### config.mk
export PLATFORM = sky130hd
export DESIGN_NAME = ram_arbiter
export DESIGN_NICKNAME = d
export VERILOG_FILES = /design/src/rtl/ram_arbiter.sv
export SDC_FILE = /design/constraint.sdc
export NUM_CORES = 1
export LEC_CHECK = 0
export ABC_CLOCK_PERIOD_IN_PS = 1330
export BUFFER_PORTS_ARGS = -buffer_cell sky130_fd_sc_hd__buf_2
export CAP_MARGIN = 10
export CORE_MARGIN = 4
export CORE_UTILIZATION = 42
export CTS_BUF_LIST = sky130_fd_sc_hd__clkbuf_16
export CTS_CLUSTER_SIZE = 28
export DETAILED_ROUTE_END_ITERATION = 6
export GPL_ROUTABILITY_DRIVEN = 0
export PLACE_DENSITY = 0.84
export SYNTH_ARGS = -nofsm -noshare
export SYNTH_HDL_FRONTEND = slang
export SYNTH_SLANG_ARGS = --single-unit
### constraint.sdc
create_clock -name clk -period 1.33 [get_ports clk]
set_input_delay 0.0665 -clock clk [delete_from_list [all_inputs] [get_ports clk]]
set_output_delay 0.0665 -clock clk [all_outputs]
set_load 0.01 [all_outputs]
### src/rtl/ram_arbiter.sv
// Two-port arbiter in front of a single-port synchronous RAM; port 0 has priority.
// Define ARB_STARVE_GUARD_EN to bound how long port 1 can lose to port 0.
module ram_arbiter #(
    parameter int A         = 12,
    parameter int D         = 8,
    parameter int MAX_STALL = 4
) (
    input  logic         clk,
    input  logic         reset,
    input  logic         req0,
    input  logic         rw0,
    input  logic [A-1:0] addr0,
    input  logic [D-1:0] wdata0,
    input  logic         req1,
    input  logic         rw1,
    input  logic [A-1:0] addr1,
    input  logic [D-1:0] wdata1,
    output logic         gnt0,
    output logic         gnt1,
    output logic         rvalid0,
    output logic         rvalid1,
    output logic [D-1:0] rdata0,
    output logic [D-1:0] rdata1,
    output logic         ram_cs,
    output logic         ram_rw,
    output logic [A-1:0] ram_addr,
    output logic [D-1:0] ram_wdata,
    input  logic [D-1:0] ram_rdata
);

    typedef enum logic [1:0] {IDLE, ACC0, ACC1} state_e;

    state_e         state_q, state_d;
    logic           rw_q, rw_d;
    logic [A-1:0]   addr_q, addr_d;
    logic [D-1:0]   wdata_q, wdata_d;
    logic           ret_rd_q, ret_rd_d;
    logic           ret_owner_q, ret_owner_d;
    logic           force1;

    if (MAX_STALL < 1) begin : g_bad_param
        $error("MAX_STALL must be at least 1");
    end

`ifdef ARB_STARVE_GUARD_EN
    localparam int SW = $clog2(MAX_STALL + 1);

    logic [SW-1:0] stall_cnt_q, stall_cnt_d;

    assign force1 = (stall_cnt_q == SW'(MAX_STALL));

    always_comb begin
        stall_cnt_d = stall_cnt_q;
        if (!req1 || gnt1) begin
            stall_cnt_d = '0;
        end else if (gnt0 && !force1) begin
            stall_cnt_d = stall_cnt_q + SW'(1);
        end
    end

    always_ff @(posedge clk) begin
        if (reset) begin
            stall_cnt_q <= '0;
        end else begin
            stall_cnt_q <= stall_cnt_d;
        end
    end
`else
    assign force1 = 1'b0;
`endif

    always_comb begin
        gnt0 = 1'b0;
        gnt1 = 1'b0;
        if (!reset) begin
            gnt1 = req1 && (!req0 || force1);
            gnt0 = req0 && !gnt1;
        end
    end

    always_comb begin
        state_d     = IDLE;
        rw_d        = rw_q;
        addr_d      = addr_q;
        wdata_d     = wdata_q;
        if (gnt0) begin
            state_d = ACC0;
            rw_d    = rw0;
            addr_d  = addr0;
            wdata_d = wdata0;
        end else if (gnt1) begin
            state_d = ACC1;
            rw_d    = rw1;
            addr_d  = addr1;
            wdata_d = wdata1;
        end
        ret_rd_d    = (state_q != IDLE) && rw_q;
        ret_owner_d = (state_q == ACC1);
    end

    always_ff @(posedge clk) begin
        if (reset) begin
            state_q     <= IDLE;
            rw_q        <= 1'b1;
            addr_q      <= '0;
            wdata_q     <= '0;
            ret_rd_q    <= 1'b0;
            ret_owner_q <= 1'b0;
        end else begin
            state_q     <= state_d;
            rw_q        <= rw_d;
            addr_q      <= addr_d;
            wdata_q     <= wdata_d;
            ret_rd_q    <= ret_rd_d;
            ret_owner_q <= ret_owner_d;
        end
    end

    // Gating with reset drops any access that was already registered.
    assign ram_cs    = (state_q != IDLE) && !reset;
    assign ram_rw    = rw_q;
    assign ram_addr  = addr_q;
    assign ram_wdata = wdata_q;

    assign rvalid0 = ret_rd_q && !ret_owner_q && !reset;
    assign rvalid1 = ret_rd_q && ret_owner_q && !reset;
    assign rdata0  = ram_rdata;
    assign rdata1  = ram_rdata;

endmodule

## After elaboration in Yosys (flattened, before gate mapping)

Cells that the tools add are included.

- $add $sub $neg: 0
- Shifts and indexed selects: 0
- Div/mod/pow operators: 0
- Multipliers: 0
- Reduce and logical (&&, ||, !) cells: 15
- Equality and inequality tests: 1
- Bitwise gates (word level): 0
- Order comparisons: 0
- Muxes and demuxes: 10

Operator list:

| cell | number |
|---|---|
| 12-bit two-way mux | 2 |
| 8-bit two-way mux | 2 |
| 1-bit logical AND | 8 |
| 1-bit two-way mux | 5 |
| 1-bit logical NOT | 4 |
| 2-bit nonzero test | 2 |
| 2-bit equality test (second input constant) | 1 |
| 2-bit two-way mux | 1 |
| 2-bit OR reduction | 1 |

- RAM bits: 0
- Memories kept: 0
- Bits in registers: 25
- Word-level logic and storage cells: 33
- ROM bits: 0
- Output and inout bits: 42
- Latch bits: 0

## Depth between registers and ports, before layout

Gate-level depths: netlist of the first run.

- Depth in word-level cells: 6
- Mapped depth: 4

## Worst setup path after synthesis of the first run

OpenSTA, ideal clock, no wires.

- Path type: input port to flip-flop
- Start: input req1
- End: register addr_q[0] (netlist: ram_addr[0])
- Required time: 1.244 ns
- Arrival time: 0.628 ns
- Library setup time: 0.086 ns
- Setup slack: 0.616 ns
- Stages on the path: 4
- Path through: buf_6 > buf_12 > mux2i_1 > a211oi_1

- Word-level cells in the longest chain between the ends: 5
- Elaborated cells on any way between the ends: 7
- Those cells by class: mux: 3; reduce/logical: 4

RTL lines:

| what | line | text |
|---|---|---|
| from (decl) | 14 | `input logic req1,` |
| 1-bit logical AND * | 76 | `gnt1 = req1 && (!req0 \|\| force1);` |
| 1-bit logical NOT | 77 | `gnt0 = req0 && !gnt1;` |
| 1-bit logical AND | 77 |  |
| 1-bit two-way mux | 75 | `if (!reset) begin` |
| 12-bit two-way mux or 2-bit nonzero test (tied branches) | -- |  |
| to (signal assigned) | 112 | `addr_q <= addr_d;` |
| to (decl) | 35 | `logic [A-1:0] addr_q, addr_d;` |

Every way passes the cells marked *; elsewhere a longest branch is shown, timed or not.
A chain may end at the register's enable or synchronous reset.

## Worst setup path in the final report of the first run

- Start: register state_q[1]
- End: output ram_cs

- Word-level cells in the longest chain between the ends: 2

RTL lines:

| what | line | text |
|---|---|---|
| from (decl) | 33 | `state_e state_q, state_d;` |
| from (signal assigned) | 110 | `state_q <= state_d;` |
| 2-bit nonzero test | 120 | `assign ram_cs = (state_q != IDLE) && !reset;` |
| 1-bit logical AND | 120 |  |
| to (decl) | 24 | `output logic ram_cs,` |

Every way passes these cells.

==> metrics.txt, run 1 <==
Final Routed Wirelength 2.90 mm; largest net degree at the start of global routing 24; Crit path largest cell delay 0.31 ns; leakage 0.799 nW; Slew Viols, Final 0; worst hold start rw0; area grow syn2layout 24.4%; # port buffers 71; antenna viol nets, final 0; CTS max path bufs 2; minimum clock period 0.956 ns; Pwr Density 1130 mW/mm^2; library cells used by synthesis 16; die area 0.00396 sq mm; fin nets 233; layout cells sized above 1 43.3%; vias in the first global route 1116; status finished, final reports clean; first-pass GRT wire length 5.00 mm; Seq/Total Area, Yosys 39.5%; FF-to-FF Start ram_wdata[7]; Avg WL per Cell 13.9 um; worst hold path class primary input to flop; Max Cap Violations 0; Crit path required time 1.26 ns; total negative slack 0 ns; most frequent CP cell nor2_1; placed cell count 205; hpwl dp 2.23 mm; Synth Net Count 180; Ports 96; vias 1042; Worst slew margin 59.2%; hold path depth 3; Max Freq 1050 MHz; worst r2r path cells 2; syn_area_per_cell 10.1 sq um; Rows 19; GRT Resource Usage Total 15.2%; CTS Buf Count 3; Final setup viols 0; root buffer selected by CTS clkbuf_16; Die X 62.9 um; Worst R2R End ram_wdata[7]; Layout Skew 0.00103 ns; Ant. Diodes 0; synth warn 0; post-CTS setup buffers 0; Clock Pin Slew Worst Setup and Hold Paths 0.06 ns; hold-critical path endpoint ram_rw; Final Hold Vio Count 0; Sink Count 25; Post-CTS Resized 0; Synth Instances 126; total gr overflow 0; Initial Util 44.8%; worst vdd ir 0.000661 V; CTS tree built; DR pass1 iterations 4; Reg2Reg Setup Slack 0.59 ns; slowest CP cell dfxtp_1; die height 62.9 um; Worst-Skew Late Latency 0.25 ns; # DRC 0; CP max FO 2; CP bufs+invs 1; hold bufs inserted after CTS 0; Synth Cell Area 0.00127 sq mm; Non-Filler Instances 209; unrepaired setup endpoints after global routing no; htree depth 1; Setup crit end kind primary output; vias per std cell 4.99; cells along the critical path nor2_1 > nor2_1 > buf_2; Arr. time, crit path 0.89 ns; Tcrit/Tclk final 71.9%; post-layout util 55.7%; core area 0.00283 sq mm; CP Class flop to primary output; Worst Tran Pin Value 0.611 ns; initial antenna violation count 0; CP delay by family, top flip-flops; Initial DRC Count 39; Yosys reg bits 25; crit path launch type flop
cell families (layout without fill, tap and decap cells):
family                 after synthesis  in the layout  share of synthesized area [%]
multiplexers                        21             21                           16.6
AO/OA/AOI/OAI                       21             21                           12.4
AND/OR/NAND/NOR                     31             31                           15.2
flip-flops                          25             25                           39.5
buffers and inverters               28             80                           16.3
power breakdown:
| group | switching [mW] | internal [mW] |
|---|---|---|
| Combinational | 0.150 | 0.162 |
| Clock | 0.244 | 0.401 |
| Sequential | 0.0261 | 0.803 |
synth_stat cells:
library cell | number | area share, %
clkbuf_1 | 5 | 1.5
mux2i_1 | 21 | 17
buf_4 | 16 | 9.5
dfxtp_1 | 25 | 39
a211oi_1 | 20 | 12
buf_6 | 1 | 0.89
a22oi_1 | 1 | 0.59
nor3b_1 | 3 | 1.8
buf_12 | 2 | 3.2
and3b_1 | 1 | 0.69
nor2b_1 | 22 | 11
inv_1 | 2 | 0.59
buf_2 | 1 | 0.39
and2_1 | 2 | 0.99
buf_1 | 1 | 0.30
nor2_1 | 3 | 0.89
flip-flops by register name, indices dropped and copies added, names as in the netlist:
name	cells
ram_addr	12
ret_rd_q	1
ram_rw	1
ram_wdata	8
state_q	2
ret_owner_q	1
layout by cell type, fill, tap and decap left out:
| master | synthesis | final |
|---|---|---|
| buf_2 | 1 | 71 |
| dfxtp_1 | 25 | 25 |
| nor2b_1 | 22 | 22 |
| mux2i_1 | 21 | 21 |
| a211oi_1 | 20 | 20 |
| nor3b_1 | 3 | 3 |
| nor2_1 | 3 | 3 |
| inv_1 | 2 | 3 |
| clkbuf_16 | 0 | 3 |
| and2_1 | 2 | 2 |
| buf_4 | 16 | 2 |
| and3b_1 | 1 | 1 |
| a22oi_1 | 1 | 1 |
| buf_12 | 2 | 1 |
layer usage:
| layer | track usage [%] | share of wire [%] |
|---|---|---|
| met1 | 18.1 | 40 |
| met2 | 26.7 | 52 |
| met3 | 3.06 | 6.6 |
| met4 | 5.23 | 1.1 |
| met5 | 0 | 0 |
area by class of cell:
class                      count  area (sq um)
fill                         284          1250
multi-input combinational     73           561
sequential                    25           500
timing repair buffer          74           390
clock buffer                   3          75.1
tap                           31          38.8
inverter                       2          7.51
clock inverter                 1          3.75
metrics by stage:
step | instance area, sq um | hold slack (ns) | power [mW] | worst slack [ns]
2_1_floorplan | 1270 | 0.219 | 1.07 | 0.616
3_3_place_gp | 1500 | 0.133 | 1.16 | 0.362
3_5_place_dp | 1500 | 0.133 | 1.16 | 0.309
4_1_cts | 1580 | 0.0768 | 1.80 | 0.369
5_1_grt | 1580 | 0.0967 | 1.87 | 0.233
6_report | 1580 | 0.0754 | 1.79 | 0.374
how the worst max path moves through the flow:
| stage | end | depth (start not counted) | start | slack, ns |
|---|---|---|---|---|
| finish | ram_cs | 3 | state_q[1] | 0.37 |
| global route | rvalid0 | 2 | ret_rd_q | 0.23 |
| CTS | ram_cs | 3 | state_q[1] | 0.37 |
| detailed placement | ram_wdata[7] | 4 | req1 | 0.31 |
| global placement | ram_addr[2] | 4 | req1 | 0.36 |
| floorplan | ram_addr[0] | 4 | req1 | 0.62 |
tightest hold or removal path, delay by kind of cell:
family,cells,cell delay (ns)
AOI/OAI and AO/OA,1,0.07
buffers and inverters,2,0.14
No activity file was read; power rests on OpenSTA's default activity.
==> run 2: changes to the inputs <==
--- a/config.mk
+++ b/config.mk
@@ -5,7 +5,8 @@
 export SDC_FILE = /design/constraint.sdc
 export NUM_CORES = 1
 export LEC_CHECK = 0
-export ABC_CLOCK_PERIOD_IN_PS = 1330
+export ABC_AREA = 1
+export ABC_CLOCK_PERIOD_IN_PS = 900
 export BUFFER_PORTS_ARGS = -buffer_cell sky130_fd_sc_hd__buf_2
 export CAP_MARGIN = 10
 export CORE_MARGIN = 4
@@ -14,7 +15,7 @@
 export CTS_CLUSTER_SIZE = 28
 export DETAILED_ROUTE_END_ITERATION = 6
 export GPL_ROUTABILITY_DRIVEN = 0
-export PLACE_DENSITY = 0.84
+export PLACE_DENSITY = 0.8
 export SYNTH_ARGS = -nofsm -noshare
 export SYNTH_HDL_FRONTEND = slang
 export SYNTH_SLANG_ARGS = --single-unit
==> constraint.sdc (replaced) <==
create_clock -name clk -period 0.9 [get_ports clk]
set_input_delay 0.045 -clock clk [delete_from_list [all_inputs] [get_ports clk]]
set_output_delay 0.045 -clock clk [all_outputs]
set_load 0.01 [all_outputs]
==> run 2 against run 1 <==
  * The flow now finishes with violations (negative setup slack)
  * Worst hold slack worse by 0.021 ns
  * Via count is 37% higher
  * Clock power grew 49%
  * Cell area rose by 17%
==> metrics.txt, run 2 <==
Critical path origin state_q[0] (was state_q[1]); Seq/Total Area, Yosys 33.8% (was 39.5%); ys async rst share 0% (unchanged); Crit path largest cell delay 0.36 ns (was 0.31 ns); Final setup viols 1 (was 0); worst vdd ir 0.000753 V (was 0.000661 V); Post-Synth Simple-Gate Area 42.5% (was 15.2%); EDFF count, synth 0 (unchanged); internal power 2.07 mW (was 1.37 mW); core area 0.00336 sq mm (was 0.00283 sq mm); Ant. Diodes 0 (unchanged); vias 1427 (was 1042); Tcrit/Tclk final 101%; synth warn 0 (unchanged); Yosys reg bits 25 (unchanged); Initial DRC Count 90 (was 39); Rows 21 (was 19); worst r2r path cells 3 (was 2); antenna viol nets, final 0 (unchanged); mux contribution to synthesized area 0% (was 16.6%); die area 0.00454 sq mm (was 0.00396 sq mm); synth cell count leaders nand2_1, nor2_1, dfxtp_1 (was dfxtp_1, nor2b_1, mux2i_1); Synth Net Count 294 (was 180); post-synthesis adder-cell area fraction 0% (unchanged); Ports 96 (unchanged); minimum clock period 0.912 ns; hold path depth 3 (unchanged); initial antenna violation count 0 (unchanged); crit path launch type flop (unchanged); slowest CP cell dfxtp_2 (was dfxtp_1); Layout Skew 0.000207 ns (was 0.00103 ns); Pwr Density 1530 mW/mm^2 (was 1130 mW/mm^2); top_reg_cell synth dfxtp_1 (unchanged); overall power 2.82 mW (was 1.79 mW); multi-input logic area 659 sq um (was 561 sq um); # port buffers 71 (unchanged); htree depth 1 (unchanged); Switch Pwr 741 uW (was 420 uW); Final Routed Wirelength 3.28 mm (was 2.90 mm); worst hold path class primary input to flop (unchanged); CP Class flop to primary output (unchanged); most common cell after layout, fill and taps aside nand2_1 (was buf_2); first-pass GRT wire length 5.14 mm (was 5.00 mm); worst hold start req1 (was rw0); status complete, but fails checks (was finished, final reports clean); vias per std cell 4.20 (was 4.99); leakage 1.09 nW (was 0.799 nW); layout cells sized above 1 31.0% (was 43.3%); syn_area_per_cell 6.18 sq um (was 10.1 sq um); Synth Instances 240 (was 126); Setup crit end kind primary output (unchanged); Reg2Reg Setup Slack 0.15 ns (was 0.59 ns); most common cell in the netlist nand2_1 (was dfxtp_1); library cells used by synthesis 14 (was 16); Worst slew margin 74.3% (was 59.2%); Switching Share 26.3% (was 23.5%); Clock Pin Slew Worst Setup and Hold Paths 0.06 ns (about the same); FF-to-FF Start state_q[0] (was ram_wdata[7]); vias in the first global route 1235 (was 1116); WP depth 3 (unchanged); Worst Tran Pin Value 0.384 ns (was 0.611 ns); Logic pwr share 22.2% (was 17.5%); Arr. time, crit path 0.87 ns (was 0.89 ns); hold bufs inserted after CTS 0 (unchanged); CP max FO 2 (unchanged); CP delay by family, top flip-flops (unchanged); Synth Area in XOR/XNOR 0% (unchanged); Avg WL per Cell 9.64 um (was 13.9 um); Initial Util 44.1% (was 44.8%); Worst-Skew Late Latency 0.25 ns (about the same); storage element area 504 sq um (was 500 sq um); top post-synthesis cells by area dfxtp_1, nand2_1, nor2_1, buf_4, nand3_1 (was dfxtp_1, mux2i_1, a211oi_1, nor2b_1, buf_4); Max Cap Violations 0 (unchanged); largest net degree at the start of global routing 24 (unchanged); largest family of logic cells by synthesized area simple AND/OR/NAND/NOR gates (was multiplexers); Final WS setup -0.0122 ns (was 0.374 ns); cells along the critical path nor2_4 > nor2_1 > buf_2 (was nor2_1 > nor2_1 > buf_2); Final Hold Vio Count 0 (unchanged); final hold slack 0.0548 ns (was 0.0754 ns); Max Freq 1100 MHz; commonest non-fill, non-tap cells in the layout nand2_1, buf_2, nor2_1 (was buf_2, dfxtp_1, nor2b_1); register share of total power 43.8% (was 46.4%); Sink Count 25 (unchanged); die height 67.4 um (was 62.9 um); Crit path required time 0.85 ns (was 1.26 ns); # DRC 0 (unchanged); hpwl dp 2.54 mm (was 2.23 mm); CTS max path bufs 2 (unchanged); total gr overflow 0 (unchanged); DR pass1 iterations 4 (unchanged); Fillers 374 (was 284); area leader, netlist dfxtp_1 (unchanged); Largest register FFs 12 (unchanged); end point of the critical path ram_cs (unchanged); fin nets 349 (was 233); CP bufs+invs 1 (unchanged); Die X 67.4 um (was 62.9 um); violated checks negative setup slack; area grow syn2layout 24.2% (was 24.4%); GRT Resource Usage Total 14.3% (was 15.2%); unrepaired setup endpoints after global routing yes (was no); post-synthesis compound-gate area fraction 1.43% (was 12.4%); share of the synthesized area in the top cell type 33.8% (was 39.5%); Slew Viols, Final 0 (unchanged); CTS tree built (unchanged); Clock power frac 34.1% (was 36.1%); CTS Buf Count 3 (unchanged); Worst R2R End ret_rd_q (was ram_wdata[7]); root buffer selected by CTS clkbuf_16 (unchanged); Synth Cell Area 0.00148 sq mm (was 0.00127 sq mm)
==> run 2: stage by stage <==
step                      setup WS (ns)  setup TNS [ns]  instance area [sq um]  cells  utilization [%]
final                           -0.0122         -0.0122                   1840    340             54.8
after global routing            -0.0719          -0.155                   1840    340             54.8
after CTS                      -0.00178        -0.00178                   1840    340             54.6
after detailed placement        -0.0327          -0.334                   1740    335             51.8
after global placement        -0.000261       -0.000261                   1740    335             51.8
after floorplan                   0.124               0                   1480    240                -
==> run 2: how the worst min path moves through the flow <==
stage,end,slack (ns)
after floorplan,state_q[1],0.18
after global placement,rdata0[4],0.09
after detailed placement,rdata0[4],0.09
after CTS,state_q[1],0.06
after global routing,state_q[1],0.07
final,state_q[1],0.05
==> run 2: layout make-up <==
class	count	share of cell area (%)
clock buffer	3	4.08
clock inverter	1	0.272
inverter	24	5.03
multi-input combinational	161	35.8
sequential	25	27.4
tap	46	3.12
timing repair buffer	80	24.3
==> run 2: tightest hold or removal path: stages <==
cell,delay [ns]
buf_2,0.12
inv_1,0.06
nor3_1,0.04
==> run 2: metal layers <==
layer / up-vias / routed length, um / GRT usage, %
li1: 800 / - / -
met1: 592 / 1400 / 17.6
met2: 31 / 1650 / 24.9
met3: 4 / 169 / 2.16
met4: 0 / 48 / 5.82
met5: - / 0 / 0
==> run 2: power groups by stage <==
stage | sequential [mW] | clock, mW | combinational [mW]
floorplan | 1.29 | 0 | 0.430
global placement | 1.25 | 0 | 0.616
detailed placement | 1.26 | 0 | 0.620
CTS | 1.23 | 0.991 | 0.628
global route | 1.24 | 1.05 | 0.708
finish | 1.23 | 0.960 | 0.624
==> run 2: cell families (layout without fill, tap and decap cells) <==
kind of cell,count (synthesis),count (layout)
and+or+nand+nor,159,159
buffers and inverters,54,108
DFF,25,25
AOI/OAI and AO/OA,2,2
==> run 2: what timing repair did <==
action,CTS,global route
setup endpoints to repair,2,3
setup buffers,1,0
pin swaps,1,0
gates resized for setup,3,2
==> run 3: changes to the inputs <==
--- a/config.mk
+++ b/config.mk
@@ -10,12 +10,14 @@
 export BUFFER_PORTS_ARGS = -buffer_cell sky130_fd_sc_hd__buf_2
 export CAP_MARGIN = 10
 export CORE_MARGIN = 4
-export CORE_UTILIZATION = 42
-export CTS_BUF_LIST = sky130_fd_sc_hd__clkbuf_16
+export CORE_UTILIZATION = 44
+export CTS_BUF_LIST = sky130_fd_sc_hd__clkbuf_8
 export CTS_CLUSTER_SIZE = 28
 export DETAILED_ROUTE_END_ITERATION = 6
 export GPL_ROUTABILITY_DRIVEN = 0
-export PLACE_DENSITY = 0.8
+export MAX_ROUTING_LAYER = met4
+export PLACE_DENSITY = 0.83
 export SYNTH_ARGS = -nofsm -noshare
 export SYNTH_HDL_FRONTEND = slang
 export SYNTH_SLANG_ARGS = --single-unit
+export TNS_END_PERCENT = 50
==> run 3 against run 2 <==
  * Highest routed layer unchanged
  * Cell area decreased by 2.0%
  * Core utilization is 2.9 points higher
  * Maximum frequency decreased by 1.4%
  * Register-to-register slack improved by 0.10 ns
  * Combinational power about the same
  * Sequential power about the same
  * Critical path type unchanged
  * Routed wire length is 1.0% higher
  * Clock-buffer cell count unchanged
  * The run still ends with negative setup slack left
  * Sequential share of layout area up 0.64 points
  * Largest cell class unchanged
  * Sequential cell count unchanged
  * Final cell count fell by 1.2%
  * First-iteration DRC count shrank 12%
==> metrics.txt, run 3 (synthesis gave the netlist of run 2 again) <==
Ports 96 (unchanged); CTS Buf Count 3 (unchanged); Fillers 324 (was 374); Setup crit end kind primary output (unchanged); total gr overflow 0 (unchanged); die area 0.00436 sq mm (was 0.00454 sq mm); DR pass1 iterations 4 (unchanged); layout cells sized above 1 30.8% (was 31.0%); CTS tree built (unchanged); Max Freq 1080 MHz (was 1100 MHz); Initial DRC Count 79 (was 90); FF-to-FF Start state_q[1] (was state_q[0]); post-CTS setup buffers 0 (was 1); Final Hold Vio Count 0 (unchanged); Largest register FFs 12 (unchanged); Clock Pin Slew Worst Setup and Hold Paths 0.09 ns (was 0.06 ns); multi-input logic area 659 sq um (unchanged); storage element area 505 sq um (was 504 sq um); core area 0.00313 sq mm (was 0.00336 sq mm); hold path depth 3 (unchanged); # port buffers 71 (unchanged); Tcrit/Tclk final 103% (was 101%); CTS max path bufs 2 (unchanged); Arr. time, crit path 0.88 ns (was 0.87 ns); fin nets 347 (was 349); Final setup viols 1 (unchanged); commonest non-fill, non-tap cells in the layout nand2_1, buf_2, nor2_1 (unchanged); Ant. Diodes 0 (unchanged); vias in the first global route 1354 (was 1235); CP max FO 2 (unchanged); die height 66.1 um (was 67.4 um); post-layout util 57.7% (was 54.8%); Die X 66.1 um (was 67.4 um); Final Routed Wirelength 3.31 mm (was 3.28 mm); vias per std cell 4.32 (was 4.20); hold bufs inserted after CTS 0 (unchanged); Slew Viols, Final 0 (unchanged); htree depth 1 (unchanged); Initial Util 47.4% (was 44.1%); minimum clock period 0.926 ns (was 0.912 ns); largest net degree at the start of global routing 28 (was 24); Worst-Skew Late Latency 0.26 ns (was 0.25 ns); Worst Tran Pin Value 0.404 ns (was 0.384 ns); initial antenna violation count 0 (unchanged); Pwr Density 1390 mW/mm^2 (was 1530 mW/mm^2); worst hold start req1 (unchanged); worst vdd ir 0.000681 V (was 0.000753 V); vias 1452 (was 1427); Reg2Reg Setup Slack 0.25 ns (was 0.15 ns); violated checks negative setup slack (unchanged); worst hold path class primary input to flop (unchanged); root buffer selected by CTS clkbuf_8 (was clkbuf_16); hpwl dp 2.52 mm (was 2.54 mm); antenna viol nets, final 0 (unchanged); hold-critical path endpoint state_q[1] (unchanged); Avg WL per Cell 9.85 um (was 9.64 um); status complete, but fails checks (unchanged); worst r2r path cells 2 (was 3); total negative slack -0.0256 ns (was -0.0122 ns); Worst R2R End ret_rd_q (unchanged); Layout Skew 0.000481 ns (was 0.000207 ns); Rows 20 (was 21); first-pass GRT wire length 5.46 mm (was 5.14 mm); CP Class flop to primary output (unchanged); GRT Resource Usage Total 15.8% (was 14.3%); area grow syn2layout 21.7% (was 24.2%); Max Cap Violations 0 (unchanged); unrepaired setup endpoints after global routing yes (unchanged); Worst slew margin 73.0% (was 74.3%); Sink Count 25 (unchanged); crit path launch type flop (unchanged); Final WS setup -0.0256 ns (was -0.0122 ns); Crit path required time 0.85 ns (about the same); # DRC 0 (unchanged); leakage 1.07 nW (was 1.09 nW); most common cell after layout, fill and taps aside nand2_1 (unchanged)
## run 3: cell types whose count changed in the layout (fill, tap and decap cells not counted)
cell	before	now
buf_12	2	3
buf_4	7	4
clkbuf_16	3	0
clkbuf_8	0	3
dfxtp_1	22	21
dfxtp_2	3	4
## run 3: routing by layer
layer  vias up  track usage, %  share of wire (%)
met3         4            1.53                4.4
met4         0            6.60               0.88
met2        31            29.5                 54
met1       621            16.9                 41
met5         -               -                  0
li1        796               -                  -
## run 3: worst max-delay path, cell delays in order, from the launching register on
cell,delay [ns]
dfxtp_2,0.34
nor2_4,0.10
nor2_1,0.04
buf_2,0.13
## run 3: worst max path at each step
stage          startpoint            to  depth (start not counted)
4_1_cts        state_q[0]        ram_cs                          3
3_3_place_gp        reset  ram_wdata[7]                          7
5_1_grt          ret_rd_q       rvalid0                          3
6_report       state_q[1]        ram_cs                          3
2_1_floorplan        req0        ram_rw                          6
3_5_place_dp        reset  ram_wdata[5]                          7
## run 3: power breakdown
part	leakage (nW)	total (mW)	internal (mW)	switching (mW)
clock	0.0255	0.662	0.309	0.353
sequential	0.209	1.23	1.19	0.0382
combinational	0.836	0.626	0.285	0.341
total	1.07	2.52	1.79	0.731
## run 3: per-stage QoR
| stage | total power, mW | setup slack (ns) | instances | hold slack [ns] | cell area [sq um] |
|---|---|---|---|---|---|
| 2_1_floorplan | 1.72 | 0.124 | 240 | 0.179 | 1480 |
| 3_3_place_gp | 1.87 | -0.0287 | 332 | 0.0901 | 1750 |
| 3_5_place_dp | 1.88 | -0.0539 | 332 | 0.0901 | 1750 |
| 4_1_cts | 2.54 | -0.0267 | 336 | 0.0474 | 1800 |
| 5_1_grt | 2.69 | -0.0840 | 336 | 0.0496 | 1800 |
| 6_report | 2.52 | -0.0256 | 336 | 0.0444 | 1800 |
## run 3: cell type report
class	instances	area share, %
clock buffers	3	2.29
clock inverters	1	0.277
inverters	24	5.13
multi-input cells	161	36.5
flip-flops and latches	25	28.0
well taps	44	3.05
repair buffers	78	24.7
## run 3: timing repair
item	in CTS	in global routing
gates resized for setup	4	2
pin swaps	1	1
gates cloned	0	0
endpoints found under the setup margin	3	3
